File: config.mk
export PLATFORM = sky130hd
export DESIGN_NAME = core_run_ctrl
export DESIGN_NICKNAME = d
export VERILOG_FILES = /design/src/rtl/core_run_ctrl.sv
export SDC_FILE = /design/constraint.sdc
export NUM_CORES = 1
export LEC_CHECK = 0
export ABC_AREA = 1
export BUFFER_PORTS_ARGS = -buffer_cell sky130_fd_sc_hd__buf_2
export CORE_ASPECT_RATIO = 1.4
export CORE_UTILIZATION = 49
export CTS_CLUSTER_SIZE = 14
export DETAILED_ROUTE_END_ITERATION = 10
export PLACE_DENSITY = 0.76
export SLEW_MARGIN = 15
export SYNTH_ARGS = -nofsm -noshare
export SYNTH_HDL_FRONTEND = slang
export SYNTH_SLANG_ARGS = --single-unit
export TNS_END_PERCENT = 100
File: constraint.sdc
create_clock -name clk -period 1.8 [get_ports clk]
set_input_delay 0.27 -clock clk [delete_from_list [all_inputs] [get_ports clk]]
set_output_delay 0.27 -clock clk [all_outputs]
set_load 0.02 [all_outputs]
File: src/rtl/core_run_ctrl.sv
// Boot and run sequencer: streams a host program into instruction memory, holds the
// core in reset for a fixed time, then runs it until the PC stalls (halt).
module core_run_ctrl #(
    parameter int DATA_WIDTH    = 32,
    parameter int IM_ADDR_WIDTH = 10,
    parameter int RESET_CYCLES  = 4,
    parameter int HALT_CYCLES   = 8
) (
    input  logic                     clk,
    input  logic                     rst,
    input  logic                     start_i,
    input  logic                     abort_i,
    input  logic [IM_ADDR_WIDTH:0]   load_len_i,
    input  logic                     s_valid_i,
    input  logic [DATA_WIDTH-1:0]    s_data_i,
    output logic                     s_ready_o,
    output logic                     im_we_o,
    output logic [IM_ADDR_WIDTH-1:0] im_waddr_o,
    output logic [DATA_WIDTH-1:0]    im_wdata_o,
    output logic                     core_rst_o,
    input  logic [IM_ADDR_WIDTH-1:0] core_pc_i,
    output logic [2:0]               state_o,
    output logic                     busy_o,
    output logic                     done_o,
    output logic [IM_ADDR_WIDTH-1:0] halt_pc_o,
    output logic [31:0]              cycle_cnt_o
);

    localparam int REL_W = (RESET_CYCLES > 1) ? $clog2(RESET_CYCLES) : 1;
    localparam int STB_W = $clog2(HALT_CYCLES);

    localparam logic [IM_ADDR_WIDTH:0]   LEN_ONE  = 1;
    localparam logic [IM_ADDR_WIDTH-1:0] ADDR_ONE = 1;
    localparam logic [REL_W-1:0]         REL_ONE  = 1;
    localparam logic [REL_W-1:0]         REL_INIT = REL_W'(RESET_CYCLES - 1);
    localparam logic [STB_W-1:0]         STB_ONE  = 1;
    localparam logic [STB_W-1:0]         STB_LAST = STB_W'(HALT_CYCLES - 1);

    typedef enum logic [2:0] {
        IDLE    = 3'd0,
        LOAD    = 3'd1,
        RELEASE = 3'd2,
        RUN     = 3'd3,
        HALT    = 3'd4
    } state_t;

    state_t                   state;
    state_t                   state_nxt;
    logic [IM_ADDR_WIDTH:0]   remaining;
    logic [IM_ADDR_WIDTH-1:0] waddr;
    logic [IM_ADDR_WIDTH-1:0] pc_q;
    logic [REL_W-1:0]         rel_cnt;
    logic [STB_W-1:0]         stable;
    logic                     first_run;

    logic handshake;
    logic write_go;
    logic start_ok;
    logic pc_match;
    logic halt_hit;
    logic run_entry;

    function automatic logic [31:0] sat_inc(input logic [31:0] v);
        return (v == 32'hFFFF_FFFF) ? v : v + 32'd1;
    endfunction

    assign s_ready_o = (state == LOAD);
    assign state_o   = state;
    assign handshake = s_valid_i & s_ready_o;
    assign write_go  = handshake & ~abort_i;
    assign start_ok  = start_i & ~abort_i & ((state == IDLE) | (state == HALT));
    // The first RUN cycle only primes pc_q; it can never count as a stall.
    assign pc_match  = (state == RUN) & ~first_run & (core_pc_i == pc_q);
    assign halt_hit  = pc_match & (stable == STB_LAST);
    assign run_entry = (state == RELEASE) & (state_nxt == RUN);

    always_comb begin
        state_nxt = state;
        if (abort_i) begin
            state_nxt = IDLE;
        end else begin
            case (state)
                IDLE, HALT: begin
                    if (start_i) state_nxt = (load_len_i != '0) ? LOAD : RELEASE;
                end
                LOAD: begin
                    if (handshake && (remaining == LEN_ONE)) state_nxt = RELEASE;
                end
                RELEASE: begin
                    if (rel_cnt == '0) state_nxt = RUN;
                end
                RUN: begin
                    if (halt_hit) state_nxt = HALT;
                end
                default: state_nxt = IDLE;
            endcase
        end
    end

    always_ff @(posedge clk or negedge rst) begin
        if (!rst) begin
            state       <= IDLE;
            core_rst_o  <= 1'b1;
            busy_o      <= 1'b0;
            done_o      <= 1'b0;
            im_we_o     <= 1'b0;
            im_waddr_o  <= '0;
            im_wdata_o  <= '0;
            halt_pc_o   <= '0;
            cycle_cnt_o <= '0;
            remaining   <= '0;
            waddr       <= '0;
            rel_cnt     <= '0;
            pc_q        <= '0;
            stable      <= '0;
            first_run   <= 1'b1;
        end else begin
            // ---- state and status outputs, registered from the next state
            state      <= state_nxt;
            core_rst_o <= (state_nxt != RUN);
            busy_o     <= (state_nxt == LOAD) || (state_nxt == RELEASE) || (state_nxt == RUN);
            done_o     <= (state_nxt == HALT);

            // ---- program load: one-cycle write latency, address wraps naturally
            im_we_o <= write_go;
            if (write_go) begin
                im_waddr_o <= waddr;
                im_wdata_o <= s_data_i;
                waddr      <= waddr + ADDR_ONE;
                remaining  <= remaining - LEN_ONE;
            end
            if (start_ok) begin
                remaining   <= load_len_i;
                waddr       <= '0;
                cycle_cnt_o <= '0;
            end

            // ---- reset-release countdown
            if ((state_nxt == RELEASE) && (state != RELEASE)) begin
                rel_cnt <= REL_INIT;
            end else if ((state == RELEASE) && (rel_cnt != '0)) begin
                rel_cnt <= rel_cnt - REL_ONE;
            end

            // ---- run monitoring and halt detection
            if (run_entry) begin
                pc_q      <= '0;
                stable    <= '0;
                first_run <= 1'b1;
            end else if ((state == RUN) && !abort_i) begin
                pc_q        <= core_pc_i;
                first_run   <= 1'b0;
                cycle_cnt_o <= sat_inc(cycle_cnt_o);
                if (halt_hit) begin
                    halt_pc_o <= core_pc_i;
                end else if (pc_match) begin
                    stable <= stable + STB_ONE;
                end else begin
                    stable <= '0;
                end
            end
        end
    end

endmodule
==> impl_metrics.yaml, run 1 <==
status:
  status: "finished, final reports clean"
critical_path:
  r2r_start: "state_o[1]$_DFF_PN0_"
  cp_top_family: "simple AND/OR/NAND/NOR gates"
  reg2reg_depth: 11
  critPathLaunchType: "flip-flop"
  max_stage_delay_ps: 430
  path_cells: "nor2_1 -> nand2_1 -> nor2_4 -> nand2_4 -> nor3_4 -> nand3_2 -> nor3_2 -> nand2_1 -> nand2_1 -> nand2_1 -> nor2_1"
  r2r_end: "waddr[8]$_DFFE_PN0P_"
  slowest_stage: "dfrtp_1"
  crit_buf_inv: 0
  crit_required_ps: 2150
  crit_arrival_ps: 2120
  crit_path_end_kind: "flip-flop"
  path_max_fanout: 13
  cpMostUsedCell: "nand2_1"
  reg2reg_slack_ps: 30
  criticalPathCategory: "reg -> reg"
placed_design:
  place_congestion: 0.961
  post_dp_cell_area_um2: 7780
  preCtsSetupSlack_ps: -0.943
  hpwl_um: 12200
  port_buffers: 149
detailed_routing:
  dr.pass1.iters: 5
  wire_per_inst_um: 13.6
  dr.first_iter.drc_count: 240
  via_per_inst: 5.08
  wl_um: 16700
  via_count: 6217
  antenna_left: 0
  drc: 0
grt:
  grt_pass1_wl_um: 27100
  grt_max_degree: 56
  grt_pass1_vias: 5816
  grt_usage_pct: 24.7
  antenna_found_initial: 0
  grt.overflow.total: 0
hold_path:
  whs_endpoint: "im_wdata_o[10]$_DFFE_PN0P_"
  hp-class: "in -> reg"
  hp-start: "s_data_i[10]"
  hold_depth: 3
final_layout:
  layout_common_cells: "289 x nand2_1, 148 x buf_2, 123 x dfrtp_1"
  drive_above_1_share_pct: 27.0
  stdcell_area_um2: 8530
  fillers: 1137
  syn2layout_area_growth_pct: 30.6
  antennaDiodeCount: 0
  layout_commonest_cell: "nand2_1"
  final_nets: 1098
power_and_ir_drop:
  pwr-share-seq_pct: 41.7
  power_frac_clock_pct: 42.1
  p_per_area_nw_per_um2: 949
  power_frac_comb_pct: 16.3
  p_leak_nw: 4.52
  p_int_mw: 5.77
  swShare_pct: 28.7
  p_total_mw: 8.10
  power.switching_mw: 2.32
  vdd_drop_max_v: 0.000608
timing:
  fmaxAchievable_ghz: 0.564
  fin_ws_ps: 27.9
  post-route-min-period_ps: 1770
  setup-violations-final: 0
  tns_ps: 0
  finalClockSkew_ps: 8.58
  tightest_slew_ps: 356
  hold-worst-slack_ps: 51.3
  slew_viol_final: 0
  finalCritPeriodShare_pct: 98.4
  hold_viol: 0
  rsz0062_at_grt: "yes"
  max-slew-margin-rel_pct: 76.1
synthesis:
  synth.avg_cell_area_um2: 7.78
  synth-edff-count: 0
  synth-seq-cells: 128
  syn-instance-count: 839
  yosys_warnings: 0
  synth.cell_area_um2: 6530
  ys_types: 40
  synth-async-reset-ratio_pct: 100
  synth_nets: 904
  ys_seq_area_share_pct: 49.1
  synth_flop_cell: "dfrtp_1"
clock_tree:
  cts_max_level: 4
  cts_buffers: 17
  root_buffer: "clkbuf_16"
  cts.sinks: 128
  cts_tree: "built"
  clockBufferDepth: 2
  clkTransAtPathRegs_ps: 60
  insertion_delay_ps: 420
floorplanning:
  core_um2: 12900
  die-area_um2: 13800
  initial_core_util_pct: 50.5
  rows: 49
  pin_count: 150
  fp.dieH_um: 139
  fp.dieW_um: 99.6
run:
  maxCapViolations: 0
cell usage after synthesis, types with 7 or more instances:
| cell type | count | area [um^2] |
|---|---|---|
| a21oi_1 | 8 | 40.0 |
| nand2_1 | 291 | 1090 |
| o211ai_1 | 9 | 67.6 |
| inv_1 | 89 | 334 |
| o21ai_0 | 49 | 245 |
| xor2_1 | 13 | 114 |
| dfrtp_1 | 126 | 3150 |
| nor2_1 | 64 | 240 |
| ha_1 | 7 | 87.6 |
| nor3_1 | 22 | 110 |
| nand4_1 | 13 | 81.3 |
| nor4_1 | 7 | 43.8 |
| buf_2 | 17 | 85.1 |
| nand3_1 | 62 | 310 |
cell families (layout without fill, tap and decap cells):
family	Yosys count	after routing	synth area share (%)
simple gates	483	483	32.2
compound gates	86	86	7.91
fa+ha+maj	7	7	1.34
flops	128	128	49.1
buf+inv	119	326	7.28
xor+xnor	16	16	2.15
worst register-to-register path: cells and delay by family, from the launching register on:
kind / cells / cell delay, ps
and+or+nand+nor: 11 / 1290
DFF: 1 / 430
area by class of cell:
cell class                      instances  area (um^2)  area share, %
Tap cell                              178          223           2.61
Clock buffer                           19          453           5.31
Clock inverter                         13          138           1.61
Inverter                               93          349           4.09
Multi-Input combinational cell        592         2950           34.6
Timing Repair Buffer                  201         1200           14.1
Sequential cell                       128         3210           37.6
flip-flops by register name, indices dropped and copies added, names as in the netlist:
name / count
im_we_o: 1
im_waddr_o: 10
waddr: 10
im_wdata_o: 32
done_o: 1
cycle_cnt_o: 32
remaining: 11
core_rst_o: 1
halt_pc_o: 10
pc_q: 10
first_run: 1
rel_cnt: 2
stable: 3
state_o: 3
busy_o: 1
timing repair:
item / in CTS / in global routing
pin swaps: 0 / 2
setup buffers: 0 / 4
endpoints found under the hold margin: 21 / 0
endpoints found under the setup margin: 2 / 60
resized for setup: 2 / 34
hold buffers: 1 / 0
metrics by stage:
stage               instances  util (%)
floorplan                 839         -
global placement         1187      60.1
detailed placement       1187      60.1
CTS                      1220      64.8
global route             1224      65.9
finish                   1224      65.9
how the worst max path moves through the flow:
| stage | depth (start not counted) | to | start | slack, ps |
|---|---|---|---|---|
| floorplan | 12 | cycle_cnt_o[16]$_DFFE_PN0P_ | cycle_cnt_o[0]$_DFFE_PN0P_ | 20 |
| global placement | 9 | cycle_cnt_o[26]$_DFFE_PN0P_ | cycle_cnt_o[0]$_DFFE_PN0P_ | 50 |
| detailed placement | 9 | cycle_cnt_o[26]$_DFFE_PN0P_ | cycle_cnt_o[0]$_DFFE_PN0P_ | -0.9 |
| CTS | 10 | cycle_cnt_o[0]$_DFFE_PN0P_ | cycle_cnt_o[0]$_DFFE_PN0P_ | 20 |
| global route | 13 | pc_q[9]$_DFFE_PN0P_ | remaining[1]$_DFFE_PN0P_ | -80 |
| finish | 11 | waddr[8]$_DFFE_PN0P_ | state_o[1]$_DFF_PN0_ | 30 |
metal layers:
metal / track usage, % / up-vias / routed length, um
li1: - / 3097 / -
met1: 30.1 / 2859 / 6970
met2: 42.7 / 234 / 8430
met3: 5.70 / 27 / 977
met4: 8.67 / 0 / 282
met5: 0 / - / 0
power groups by stage:
| stage | sequential (mW) | combinational [mW] | clock [mW] |
|---|---|---|---|
| global route | 3.41 | 1.47 | 3.59 |
| CTS | 3.36 | 1.31 | 3.46 |
| floorplan | 3.66 | 0.534 | 0 |
| global placement | 3.40 | 1.28 | 0 |
| detailed placement | 3.41 | 1.31 | 0 |
| finish | 3.37 | 1.32 | 3.41 |
No activity file was read; power rests on OpenSTA's default activity.
==> run 2: changes to the inputs <==
==> constraint.sdc (replaced) <==
create_clock -name clk -period 1.8 [get_ports clk]
set_input_delay 0.27 -clock clk [delete_from_list [all_inputs] [get_ports clk]]
set_output_delay 0.27 -clock clk [all_outputs]
set_load 0.05 [all_outputs]
==> run 2 against run 1 <==
  * The flow now finishes with violations (setup timing)
  * Via count increased by 2.0%
  * Utilization increased by 2.4 points
  * Clock skew about the same
  * Global-route usage increased by 0.25 points
  * Total power increased by 12%
  * Design area increased by 3.7%
  * Maximum frequency decreased by 3.3%
  * First-iteration DRC count increased by 11%
  * Sequential power about the same
  * Largest power group unchanged
==> impl_metrics.yaml, run 2 (synthesis gave the netlist of run 1 again) <==
status:
  status: "finished with violations"
  failed_checks: "setup timing"
run:
  maxCapViolations: 0
detailed_routing:
  drc: 0
  wl_um: 17000
  dr.pass1.iters: 4
  wire_per_inst_um: 13.7
  via_count: 6342
  via_per_inst: 5.12
  antenna_left: 0
  dr.first_iter.drc_count: 266
critical_path:
  crit_cells: 13
  critPathLaunchType: "flip-flop"
  crit_required_ps: 2150
  slowest_stage: "dfrtp_2"
  path_max_fanout: 5
  crit_arrival_ps: 2180
  reg2reg_depth: 13
  path_cells: "buf_4 -> nand3_4 -> nor2_2 -> nand2_1 -> nor2_1 -> nand3_1 -> nand2_2 -> nand2_1 -> nand4_1 -> buf_6 -> clkbuf_16 -> nand3_1 -> nand2_1"
  max_stage_delay_ps: 400
  cp_top_family: "simple AND/OR/NAND/NOR gates"
  cpMostUsedCell: "nand2_1"
  crit_buf_inv: 3
  criticalPathCategory: "reg -> reg"
  crit_path_end_kind: "flip-flop"
clock_tree:
  root_buffer: "clkbuf_16"
  insertion_delay_ps: 420
  cts_max_level: 4
  clockBufferDepth: 2
  cts_tree: "built"
  cts_buffers: 17
  clkTransAtPathRegs_ps: 60
  cts.sinks: 128
grt:
  antenna_found_initial: 0
  grt_pass1_wl_um: 27500
  grt_usage_pct: 25.0
  grt_pass1_vias: 5964
  grt_max_degree: 42
  grt.overflow.total: 0
timing:
  fmaxAchievable_ghz: 0.546
  fin_ws_ps: -32.1
  setup-violations-final: 10
  slew_viol_final: 0
  tns_ps: -145
  post-route-min-period_ps: 1830
  finalCritPeriodShare_pct: 102
  finalClockSkew_ps: 8.46
  max-slew-margin-rel_pct: 74.2
  hold_viol: 0
  rsz0062_at_grt: "yes"
  tightest_slew_ps: 383
final_layout:
  fillers: 1070
  layout_common_cells: "285 x nand2_1, 147 x buf_2, 114 x dfrtp_1"
  final_util_pct: 68.4
  syn2layout_area_growth_pct: 35.5
  antennaDiodeCount: 0
  drive_above_1_share_pct: 30.3
  largestRegisters: "cycle_cnt_o (32), im_wdata_o (32), remaining (11)"
  final_cells: 1239
  stdcell_area_um2: 8840
  final_nets: 1113
  layout_commonest_cell: "nand2_1"
placed_design:
  hpwl_um: 12100
  port_buffers: 149
  post_dp_cell_area_um2: 7830
  preCtsSetupSlack_ps: 48.0
  place_congestion: 0.922
  numPlacedInstances: 1188
power_and_ir_drop:
  p_per_area_nw_per_um2: 1030
  vdd_drop_max_v: 0.000644
  p_leak_nw: 4.64
hold_path:
  hold_depth: 3
  hp-class: "in -> reg"
floorplanning:
  core_um2: 12900
  rows: 49
  fp.dieW_um: 99.6
  fp.dieH_um: 139
  die-area_um2: 13800
  initial_core_util_pct: 50.5
  pin_count: 150
-- run 2: area by class of cell --
type / instances / area, um^2 / share of cell area, %
Clock buffer: 17 / 425 / 4.81
Clock inverter: 15 / 233 / 2.63
Inverter: 93 / 353 / 3.99
Multi-Input combinational cell: 592 / 3020 / 34.2
Sequential cell: 128 / 3220 / 36.4
Tap cell: 178 / 223 / 2.52
Timing Repair Buffer: 216 / 1370 / 15.5
-- run 2: power by group --
group / internal (mW) / switching, mW
combinational: 0.517 / 1.35
sequential: 3.19 / 0.185
clock: 2.48 / 1.37
total: 6.19 / 2.90
-- run 2: stage by stage --
step                hold slack, ps  power [mW]
CTS                           40.7        9.08
global placement               171        5.18
floorplan                    -25.6        4.68
global route                  44.6        9.47
finish                        53.6        9.09
detailed placement             171        5.22
-- run 2: final timing paths --
kind                                            from                         to  slack, ps
max                             state_o[1]$_DFF_PN0_        pc_q[2]$_DFFE_PN0P_        -30
min in group asynchronous                        rst  im_wdata_o[8]$_DFFE_PN0P_        280
max reg2reg                     state_o[1]$_DFF_PN0_        pc_q[2]$_DFFE_PN0P_        -30
max in group asynchronous                        rst      first_run$_DFFE_PN1P_        900
min                                      s_data_i[3]  im_wdata_o[3]$_DFFE_PN0P_         50
min reg2reg                im_wdata_o[8]$_DFFE_PN0P_  im_wdata_o[8]$_DFFE_PN0P_        470
-- run 2: routing by layer --
layer / routed length, um / up-vias / part of all wire, % / global-route usage (%)
met4: 359 / 0 / 2.1 / 9.75
met5: 0 / - / 0 / 0
met3: 940 / 35 / 5.5 / 4.54
met2: 8640 / 227 / 51 / 43.6
li1: - / 3139 / - / -
met1: 7070 / 2941 / 42 / 30.3
-- run 2: what timing repair did --
action	in CTS	in global routing
hold buffers	1	0
buffers inserted	0	17
hold endpoints to repair	15	0
resized for setup	0	57
endpoints found under the setup margin	0	47
-- run 2: worst reg2reg max path, cell delays in order, from the launching register on --
cell       delay [ps]
dfrtp_2           400
buf_4             140
nand3_4           110
nor2_2            120
nand2_1            70
nor2_1            100
nand3_1           130
nand2_2           110
nand2_1            80
nand4_1           120
buf_6             140
clkbuf_16         140
nand3_1            60
nand2_1            60
==> run 3: changes to the inputs <==
--- a/config.mk
+++ b/config.mk
@@ -8,10 +8,11 @@
 export ABC_AREA = 1
 export BUFFER_PORTS_ARGS = -buffer_cell sky130_fd_sc_hd__buf_2
 export CORE_ASPECT_RATIO = 1.4
-export CORE_UTILIZATION = 49
+export CORE_UTILIZATION = 48
 export CTS_CLUSTER_SIZE = 14
 export DETAILED_ROUTE_END_ITERATION = 10
-export PLACE_DENSITY = 0.76
+export PLACE_DENSITY = 0.75
+export SKIP_CTS_REPAIR_TIMING = 1
 export SLEW_MARGIN = 15
 export SYNTH_ARGS = -nofsm -noshare
 export SYNTH_HDL_FRONTEND = slang
==> constraint.sdc (replaced) <==
create_clock -name clk -period 1.8 [get_ports clk]
set_input_delay 0.27 -clock clk [delete_from_list [all_inputs] [get_ports clk]]
set_output_delay 0.27 -clock clk [all_outputs]
set_load 0.005 [all_outputs]
==> run 3 against run 2 <==
  * The flow still finishes with violations (setup timing)
  * Die area is 2.0% higher
  * Global-route usage is 0.38 points lower
  * Clock power is 7.0% lower
  * Maximum frequency is 1.3% higher
  * Critical path depth is 1 higher
  * Register-to-register slack better by 20 ps
  * Utilization is 2.3 points lower
  * First-iteration DRC count is 7.1% higher
  * Sequential share of layout area hardly changed
  * Total power is 11% lower
  * Critical endpoint is now pc_q[4]$_DFFE_PN0P_
  * Largest cell class unchanged
==> impl_metrics.yaml, run 3 (synthesis gave the netlist of run 1 again) <==
power_and_ir_drop:
  p_total_mw: 8.10
  p_leak_nw: 4.63
  power_frac_comb_pct: 14.0
  power_frac_clock_pct: 44.3
  power.switching_mw: 2.09
  pwr-share-seq_pct: 41.7
  swShare_pct: 25.8
  vdd_drop_max_v: 0.000591
  p_int_mw: 6.01
  p_per_area_nw_per_um2: 920
detailed_routing:
  wl_met3_um: 836
  routed-wl-met2_um: 8750
  dr.first_iter.drc_count: 285
  wl_um: 17100
  met1_length_um: 7120
  top_layer: "met4"
  wire_per_inst_um: 13.7
  via_count: 6327
  antenna_left: 0
  drc: 0
  dr.pass1.iters: 5
  via_per_inst: 5.09
timing:
  tns_ps: -11.1
  setup-violations-final: 2
  post-route-min-period_ps: 1810
  max-slew-margin-rel_pct: 70.6
  finalClockSkew_ps: 9.34
  fmaxAchievable_ghz: 0.553
  hold_viol: 0
  slew_viol_final: 0
  rsz0062_at_grt: "yes"
  finalCritPeriodShare_pct: 100
  tightest_slew_ps: 437
  fin_ws_ps: -8.14
floorplanning:
  core_um2: 13300
  fp.dieW_um: 101
  pin_count: 150
  initial_core_util_pct: 49.0
  die-area_um2: 14100
  rows: 50
  fp.dieH_um: 140
grt:
  grt_max_degree: 54
  grt_pass1_wl_um: 27300
  grt.overflow.total: 0
  grt_pass1_vias: 6023
  grt_usage_pct: 24.6
  antenna_found_initial: 0
placed_design:
  place_congestion: 0.902
  hpwl_um: 12200
  preCtsSetupSlack_ps: 35.3
  post_dp_cell_area_um2: 7820
  numPlacedInstances: 1195
  port_buffers: 149
critical_path:
  reg2reg_depth: 14
  criticalPathCategory: "reg -> reg"
  crit_arrival_ps: 2160
  critPathLaunchType: "flip-flop"
  crit_path_end_kind: "flip-flop"
  crit_required_ps: 2150
  path_max_fanout: 5
clock_tree:
  clkTransAtPathRegs_ps: 60
  cts_max_level: 4
  cts_tree: "built"
  cts_buffers: 17
  root_buffer: "clkbuf_16"
  insertion_delay_ps: 410
  cts.sinks: 128
  clockBufferDepth: 2
final_layout:
  stdcell_area_um2: 8800
  largestRegisters: "cycle_cnt_o (32), im_wdata_o (32), remaining (11)"
  multi_input_area_um2: 3050
  syn2layout_area_growth_pct: 34.8
  drive_above_1_share_pct: 30.1
  fillers: 1162
  final_nets: 1113
  layout_commonest_cell: "nand2_1"
  final_cells: 1242
  antennaDiodeCount: 0
  layout_common_cells: "285 x nand2_1, 148 x buf_2, 125 x dfrtp_1"
  seq_area_um2: 3210
status:
  failed_checks: "setup timing"
  status: "finished with violations"
hold_path:
  hp-class: "in -> reg"
  hold_depth: 3
run:
  maxCapViolations: 0
==> run 3: changes by cell type in the layout (fill, tap and decap cells not counted), sizes merged <==
cell | previous run | this run
bufinv | 5 | 4
clkinv | 5 | 7
inv | 96 | 94
==> run 3: worst max-delay path, cell delays in order, from the launching register on <==
cell and delay, ps:
dfrtp_1 400, buf_6 140, nor2_4 70, nand2_2 70
nor2_4 130, nand3_2 100, nand2_2 80, o21ai_1 60
nor2_1 100, nand2_1 90, nand4_1 120, buf_6 140
clkbuf_16 140, nand3_2 50, nand2_1 70
==> run 3: cell type report <==
class | instances | area share [%]
flip-flops and latches | 128 | 36.4
repair buffers | 216 | 15.3
clock buffers | 17 | 4.83
clock inverters | 14 | 2.16
well taps | 182 | 2.59
multi-input cells | 592 | 34.7
inverters | 93 | 3.97
==> run 3: stage by stage <==
step | utilization, % | hold slack [ps]
2_1_floorplan | - | -25.6
3_3_place_gp | 58.7 | 145
3_5_place_dp | 58.7 | 145
4_1_cts | 63.3 | -294
5_1_grt | 66.0 | 54.4
6_report | 66.0 | 48.9
==> run 3: power by group through the flow <==
stage | Combinational (mW) | Clock, mW | Sequential (mW)
2_1_floorplan | 0.533 | 0 | 3.43
3_3_place_gp | 1.05 | 0 | 3.40
3_5_place_dp | 1.08 | 0 | 3.41
4_1_cts | 1.09 | 3.64 | 3.36
5_1_grt | 1.31 | 3.77 | 3.41
6_report | 1.14 | 3.58 | 3.38
==> run 3: path summary, 6_finish.rpt <==
path                                       startpoint                    endpoint  slack [ps]
max                              state_o[1]$_DFF_PN0_         pc_q[4]$_DFFE_PN0P_          -8
min                                      s_data_i[28]  im_wdata_o[28]$_DFFE_PN0P_          50
max reg2reg                      state_o[1]$_DFF_PN0_         pc_q[4]$_DFFE_PN0P_          -8
min reg2reg                im_wdata_o[19]$_DFFE_PN0P_  im_wdata_o[19]$_DFFE_PN0P_         470
max in group asynchronous                         rst       first_run$_DFFE_PN1P_         930
min in group asynchronous                         rst   im_wdata_o[0]$_DFFE_PN0P_         260
==> run 3: metal layers <==
layer,up-vias,global-route usage (%)
met1,2956,29.6
li1,3132,-
met4,0,8.77
met5,-,0
met3,35,4.59
met2,204,43.5
